--- src/rtl/data_mem_unit.sv ---
// Data memory stage: RV32I byte/half/word loads and stores behind a req/ready
// handshake with a fixed number of wait states before each access.
module data_mem_unit #(
  parameter int unsigned DEPTH_WORDS = 64,
  parameter int unsigned LATENCY     = 2
) (
  input  logic        clk,
  input  logic        reset,
  input  logic        req,
  input  logic        we,
  input  logic [2:0]  funct3,
  input  logic [31:0] addr,
  input  logic [31:0] wdata,
  output logic [31:0] rdata,
  output logic        ready,
  output logic        busy,
  output logic        err
);

  localparam int unsigned AW = $clog2(DEPTH_WORDS);

  typedef enum logic [1:0] {IDLE, WAIT, ACCESS, RESP} state_t;

  state_t        state;
  logic [3:0]    cnt;
  logic          r_we;
  logic [2:0]    r_f3;
  logic [AW+1:0] r_addr;
  logic [31:0]   r_wdata;

  // Contents survive reset; only the power-on value is defined.
  logic [31:0] mem [DEPTH_WORDS] = '{default: '0};

  // Upper address bits select nothing: the address space wraps.
  logic unused_addr_hi;
  assign unused_addr_hi = ^addr[31:AW+2];

  logic illegal;
  always_comb begin
    illegal = 1'b0;
    case (funct3)
      3'b000, 3'b100: illegal = 1'b0;
      3'b001, 3'b101: illegal = addr[0];
      3'b010:         illegal = |addr[1:0];
      default:        illegal = 1'b1;
    endcase
    if (we && funct3[2]) illegal = 1'b1;
  end

  logic [AW-1:0] widx;
  logic [31:0]   shifted, load_val, wd;
  logic [3:0]    be;
  always_comb begin
    widx    = r_addr[AW+1:2];
    shifted = mem[widx] >> {r_addr[1:0], 3'b000};
    case (r_f3)
      3'b000:  load_val = {{24{shifted[7]}}, shifted[7:0]};
      3'b001:  load_val = {{16{shifted[15]}}, shifted[15:0]};
      3'b100:  load_val = {24'h0, shifted[7:0]};
      3'b101:  load_val = {16'h0, shifted[15:0]};
      default: load_val = shifted;
    endcase
    wd = r_wdata << {r_addr[1:0], 3'b000};
    case (r_f3[1:0])
      2'b00:   be = 4'b0001 << r_addr[1:0];
      2'b01:   be = 4'b0011 << {r_addr[1], 1'b0};
      default: be = 4'b1111;
    endcase
  end

  always_ff @(posedge clk) begin
    if (state == ACCESS && r_we) begin
      for (int unsigned i = 0; i < 4; i++) begin
        if (be[i]) mem[widx][8*i +: 8] <= wd[8*i +: 8];
      end
    end
  end

  always_ff @(posedge clk or negedge reset) begin
    if (!reset) begin
      state   <= IDLE;
      cnt     <= '0;
      r_we    <= 1'b0;
      r_f3    <= '0;
      r_addr  <= '0;
      r_wdata <= '0;
      rdata   <= '0;
      ready   <= 1'b0;
      busy    <= 1'b0;
      err     <= 1'b0;
    end else begin
      ready <= 1'b0;
      err   <= 1'b0;
      case (state)
        IDLE: begin
          if (req) begin
            r_we    <= we;
            r_f3    <= funct3;
            r_addr  <= addr[AW+1:0];
            r_wdata <= wdata;
            busy    <= 1'b1;
            if (illegal) begin
              state <= RESP;
              ready <= 1'b1;
              err   <= 1'b1;
              if (!we) rdata <= '0;
            end else if (LATENCY == 0) begin
              state <= ACCESS;
            end else begin
              state <= WAIT;
              cnt   <= 4'(LATENCY);
            end
          end
        end
        WAIT: begin
          cnt <= cnt - 4'd1;
          if (cnt == 4'd1) state <= ACCESS;
        end
        ACCESS: begin
          if (!r_we) rdata <= load_val;
          state <= RESP;
          ready <= 1'b1;
        end
        default: begin
          state <= IDLE;
          busy  <= 1'b0;
        end
      endcase
    end
  end

endmodule

--- config.mk ---
export PLATFORM = sky130hd
export DESIGN_NAME = data_mem_unit
export DESIGN_NICKNAME = d
export VERILOG_FILES = /design/src/rtl/data_mem_unit.sv
export SDC_FILE = /design/constraint.sdc
export NUM_CORES = 2
export LEC_CHECK = 0
export BUFFER_PORTS_ARGS = -buffer_cell sky130_fd_sc_hd__buf_2
export CAP_MARGIN = 5
export CORE_MARGIN = 1
export CORE_UTILIZATION = 45
export CTS_CLUSTER_SIZE = 28
export DETAILED_ROUTE_END_ITERATION = 8
export MAX_ROUTING_LAYER = met4
export SLEW_MARGIN = 30
export SYNTH_ARGS = -nofsm -noshare
export SYNTH_HDL_FRONTEND = slang
export SYNTH_SLANG_ARGS = --single-unit
export TNS_END_PERCENT = 50
--- constraint.sdc ---
create_clock -name clk -period 13.2 [get_ports clk]
set_input_delay 2.64 -clock clk [delete_from_list [all_inputs] [get_ports clk]]
set_output_delay 2.64 -clock clk [all_outputs]
set_load 0.02 [all_outputs]
# --- Word-level counts from Yosys, hierarchy flattened ---
# Memory sizes are Yosys's and may differ from the RTL's.
# Cells that the tools add are included.
word_totals:
  ram_bits: 2048
  mem_count: 1
  word_cells: 85
  regBits: 85
memory_table:
  columns: ["name", "words", "word_bits", "rd", "rd_clocked_by_memory_dff", "wr", "line_no", "rtl"]
  rows:
  - ["mem", 64, 32, 1, 0, 1, "32", "logic [31:0] mem [DEPTH_WORDS] = '{default: '0};"]
classes:
  n_addsub: 1
  n_reduce_logical: 17
  shift: 4
  bitwise_logic: 1
  n_eq_ne: 17
  muxes: 34
op_table:
  columns: ["cell", "count"]
  rows:
  - ["$mux W32", 4]
  - ["$pmux W32 S4", 1]
  - ["$pmux W32 S2", 1]
  - ["$shl A32 B5 Y32", 1]
  - ["$shr A32 B5 Y32", 1]
  - ["$mux W1", 17]
  - ["$pmux W4 S2", 2]
  - ["$eq A3 B3 Y1 const B", 4]
  - ["$ne A2 B2 Y1 const B", 6]
  - ["$mux W4", 2]
  - ["$reduce_or A2 Y1", 4]
  - ["$eq A3 B1 Y1 const B", 2]
  - ["$logic_not A3 Y1", 2]
  - ["$mux W2", 3]
  - ["$pmux W2 S3", 1]
  - ["$reduce_and A2 Y1", 3]
  - ["$reduce_and A5 Y1", 1]
  - ["$eq A2 B1 Y1 const B", 2]
  - ["$eq A4 B1 Y1 const B", 1]
  - ["$logic_not A2 Y1", 2]
  - ["$pmux W1 S2", 2]
  - ["$reduce_bool A2 Y1", 2]
  - ["$shl A1 B2 Y4 const A", 1]
  - ["$shl A2 B2 Y4 const A", 1]
  - ["other kinds (7)", 8]

# --- Longest topological paths before layout ---
logic_depth:
  word_depth: 7
  ltp_mapped: 15

# --- Least setup slack after synthesis ---
# OpenSTA, ideal clock, no wires.
synth_timing:
  kind: "register to register"
  start: "reg r_addr[1]"
  end: "mem mem[0][16], data pin"
  stages_incl_launch_ff: 5
  arrival_ns: 3.777
  path_buffers: 2
  synth_period_minus_slack_ns: 4.479
  path_slack_ns: 8.721
  path_cell_list: "dfrtp_1 clkbuf_1 clkbuf_1 mux2i_1 o21ai_0"
synth_via:
  elab_chain_cells: 1
synth_rtl:
  columns: ["element", "line_no", "rtl"]
  rows:
  - ["start: declaration", "28", "logic [AW+1:0] r_addr;"]
  - ["start signal: assignment", "99", "r_addr <= addr[AW+1:0];"]
  - ["$shl A32 B5 Y32", "63", "wd = r_wdata << {r_addr[1:0], 3'b000};"]
  - ["net wd[16]", "51", "logic [31:0] shifted, load_val, wd;"]
  - ["end: declaration", "32", null]
# The timed path passes the listed nets, and every way through them passes these cells.

# --- Worst setup path in the final report ---
layout_timing:
  start: "reg r_addr[3]"
  end: "mem mem[19][1] (enable)"
# No word-level cell before the write port.

==> out/results.txt <==
The path class of the tightest hold or removal check is flip-flop to flip-flop. Wire segments on met3 add up to 30300 um in the final route. The logs give 0.899 for the placer's final routability congestion estimate and 29.3% for the overall routing resource usage. The tree built by TritonCTS fans out to 2133 sinks.

Of the total synthesized cell area, the portion taken by XOR and XNOR cells is 0.0107%. For this design the ratio of total power to cell area is 248 nW/um2. Width of the die: 428 um.

Clock latency on the worst-skew pair, taken at its later pin, is 880 ps. The combinational family with the most area after synthesis is compound AO/OA/AOI/OAI gates. The total wire length after detailed routing was 265000 um; the cell depth of the worst setup path was 6. The iteration-0 DRC count of the detailed router came out at 7254. Setup slack on the critical path of the routed design comes to 7330 ps. STA classifies the critical path startpoint as a flip-flop. For the number of optimization iterations in the first detailed-route pass, the log shows 8. The number of maximum-capacitance constraint violations was 0; the cell depth of the worst flop-to-flop path was 6.

CTS placed an instance of sky130_fd_sc_hd__clkbuf_16 at the clock tree root. Dividing the synthesized area by the synthesized cell count gives 17.3 um2. In this run the biggest area consumer among cell types represents 75.3% of the synthesized area. The sum of routed wire segments on met1 was 103000 um.

The worst path uses 44.4% of the clock period. Post-detailed-placement cell area: 84800 um2. On the final layout, the worst clock skew is 32.4 ps. The number of max-slew violations in the final report is 0, and the remaining antenna violation count is 0. After detailed routing, the average wire length per cell comes to 35.9 um.

The remaining global-route overflow came out at 0. Counting both buffers and inverters, the worst setup path holds a total of 3. TritonCTS built the clock tree.

The number of placement rows came out at 156. For this run, the number of Yosys warnings is 0. The via-per-instance ratio is 6.55, and the post-synthesis simple-gate area fraction is 4.46%. The floorplan step set the die height to 428 um. For the net count of the finished layout, the log shows 4872. The capturing point of the worst reg2reg path was mem[19][1]. The total standard cell area after synthesis came out at 81700 um2.

The most used flip-flop cell after synthesis is sky130_fd_sc_hd__edfxtp_1. The worst path needs 5870 ps of the cycle, external delays included. STA classifies the critical path endpoint as a flip-flop. Summed over all nets, the half-perimeter wirelength after detailed placement is 154000 um. Setup repair after global routing left no endpoint under its margin. Input and output buffers added on the ports amount to 81. Buffers inserted to repair hold after CTS numbered 0. The hold violation total from the final report was 0.

The signal on the critical path passes through buf_4 -> and3b_4 -> buf_4 -> buf_4 -> nand2_1 -> nor2_1. Yosys attributes the largest share of cell area to sky130_fd_sc_hd__edfxtp_1 (75%), sky130_fd_sc_hd__a22oi_1 (4.9%), sky130_fd_sc_hd__dfrtp_1 (2.6%), sky130_fd_sc_hd__mux2i_1 (1.7%), sky130_fd_sc_hd__mux2_2 (1.5%). The area fraction in compound gates after synthesis is 11.6%, and the synthesized instance count is 4721. At the pin with the least slew margin, the transition time is 1190 ps. The fraction of the mapped netlist area in adder cells is 0.0919%, and the number of antenna violations at the first check in global routing is 14. Timing analysis after detailed placement gives a worst setup slack of 7520 ps.

For the core box area, the log shows 181000 um2. Summing all multi-input logic gate instances after layout gives 16800 um2. The run gives 365000 um as the global-route wire length before repair.

The filler cells instantiated in the layout total 14630. Multiplexer cells account for 3.77% of the synthesized area. 106 I/O pins were placed.

The post-route netlist has 15.5% of its cells at a drive strength greater than 1. Across the whole layout, storage elements account for 63600 um2. Cell type group with the largest total delay on the critical path: simple AND/OR/NAND/NOR gates.

The tools report the number of resized instances in the post-cts repair step as 0. The highest layer used for signal routing was met4. After detailed routing, the number of remaining DRC violations is 0. Detailed routing placed a total of 118000 um of wire on met2. Setup slack on the worst reg-to-reg path comes out at 7330 ps. The count of different cell masters after synthesis was 100; the largest stage delay on the critical path was 1020 ps. The initial core utilization was 45.2%. The async set or reset register ratio after synthesis was 3.98%. The cell type contributing the most total cell area after synthesis was sky130_fd_sc_hd__edfxtp_1.

Following the worst setup path forward leads to its endpoint at mem[19][1]. The run finished with clean final reports. Detailed routing inserted a total of 48286 vias.

Setup violations remaining at the end of the flow were counted as 0. Counting flops with a built-in enable in the synthesized netlist gives 2048. The clock-pin slew of the registers on the worst-case setup and hold paths is 60 ps.

For the worst setup path, the data arrival time is 6320 ps. The via count of the first global-routing pass is 45620. Based on the critical path, the design can be clocked at up to 0.170 GHz. In this run, CTS created clock tree buffers numbering 208.

Among the stages of the critical path, the cell type that occurs most often is sky130_fd_sc_hd__buf_4. Pin count of the biggest net entering global routing: 101. The tools report the die area as 183000 um2.

Summing all non-filler instances in the final layout gives an area of 91500 um2. In this run the worst path has a maximum fanout of 51. Data required time at the worst endpoint: 13650 ps. The critical path starts at r_addr[3]. The largest individual stage delay along the critical path comes from the cell sky130_fd_sc_hd__nor2_1. For the worst vdd rail ir drop, the log shows 0.230 mV. The analysis attributes to cell leakage a power of 0.0286 uW. The tools report the register area share after synthesis as 77.9%. The number of setup buffers added after CTS is 0. The buffer depth of the longest clock path was 3; the relative area change from synthesis to final layout was 12.0%. In this run the tightest slew margin relative to its limit is 20.6%.

The worst setup path is of the flip-flop to flip-flop kind. The startpoint identified for the worst register-to-register timing path is r_addr[3]. When the netlist entered floorplanning its net count stood at 4798.

The H-tree generated during clock tree synthesis spans 4 levels. Counting flops and latches in the post-synthesis netlist gives 2133. The summed negative setup slack over all endpoints is 0 ps.
[worst min path at each step]
stage / from / endpoint / depth (start not counted)
after floorplan: cnt[2] / cnt[2] / 1
after global routing: r_wdata[25] / r_wdata[25] / 1
final: rdata[0] / rdata[0] / 2
after CTS: rdata[0] / rdata[0] / 2
after global placement: rdata[0] / rdata[0] / 2
after detailed placement: rdata[0] / rdata[0] / 2
[sequential cells by signal, summed over array words and instances, names as in the netlist]
signal	count
state	2
r_addr	8
mem	2048
r_we	1
cnt	4
rdata	32
ready	1
err	1
busy	1
r_f3	3
r_wdata	32
[tightest hold or removal path, cell delays in order (launching register included)]
cell                       delay, ps
sky130_fd_sc_hd__dfrtp_1         340
sky130_fd_sc_hd__nand2_1          60
sky130_fd_sc_hd__o221ai_1         60
[cells in the final DEF (no fill, tap or decap), drive strengths merged, types with 22 or more instances in the layout]
cell type  Yosys  final
edfxtp      2048   2048
a22oi        530    530
nor2         315    315
clkbuf       119    260
buf          221    204
nand2        140    140
mux2i        136    136
mux2         113    113
clkinv         1    105
a221oi        96     96
a22o          94     94
a21oi         88     88
dfrtp         85     85
a31oi         76     76
o21ai         58     58
a222oi        44     44
nand4         42     42
diode          0     32
a41oi         28     28
nand3         28     28
a211oi        26     26
o22ai         24     24
inv           15     23
a221o         22     22
[cell type report]
| type | count | share of cell area (%) |
|---|---|---|
| antenna | 32 | 0.0875 |
| clock buffer | 260 | 5.94 |
| clock inverter | 128 | 1.22 |
| inverter | 16 | 0.0656 |
| multi-input combinational | 2232 | 18.4 |
| sequential | 2133 | 69.5 |
| tap | 2370 | 3.24 |
| timing repair buffer | 204 | 1.55 |
[metal layers]
layer  GRT usage [%]  vias up
met4            14.6        0
met5               -        -
met1            38.4    25044
li1                -    19667
met3            8.09      567
met2            41.9     3008
[cells in the mapped netlist, drive strengths merged, types with 19 or more instances]
library cell / n
a211oi: 26
a21oi: 88
a221o: 22
a221oi: 96
a222oi: 44
a22o: 94
a22oi: 530
a31oi: 76
a41oi: 28
and2: 19
buf: 221
clkbuf: 119
dfrtp: 85
edfxtp: 2048
mux2: 113
mux2i: 136
mux4: 19
nand2: 140
nand3: 28
nand4: 42
nor2: 315
o21ai: 58
o22ai: 24
[per-stage QoR]
stage               hold WS [ps]  power (uW)  std cells  util, %
floorplan                    466       13300       4721        -
global placement             476       16700       6955     46.9
detailed placement           480       16800       6955     47.0
CTS                          494       22500       7343     50.6
global route                 520       23100       7368     50.7
finish                       493       22700       7375     50.7
[power breakdown]
group / internal (uW) / switching [uW]
Clock: 3200 / 2600
Sequential: 9010 / 250
Combinational: 1850 / 5770
[logic make-up after synthesis]
family,Yosys count
compound gates,1237
xor+xnor,1
flops,2133
mux,268
buf+inv,356
simple gates,720
fa+ha+maj,6
Note: power is estimated with default switching activity, not from simulation.
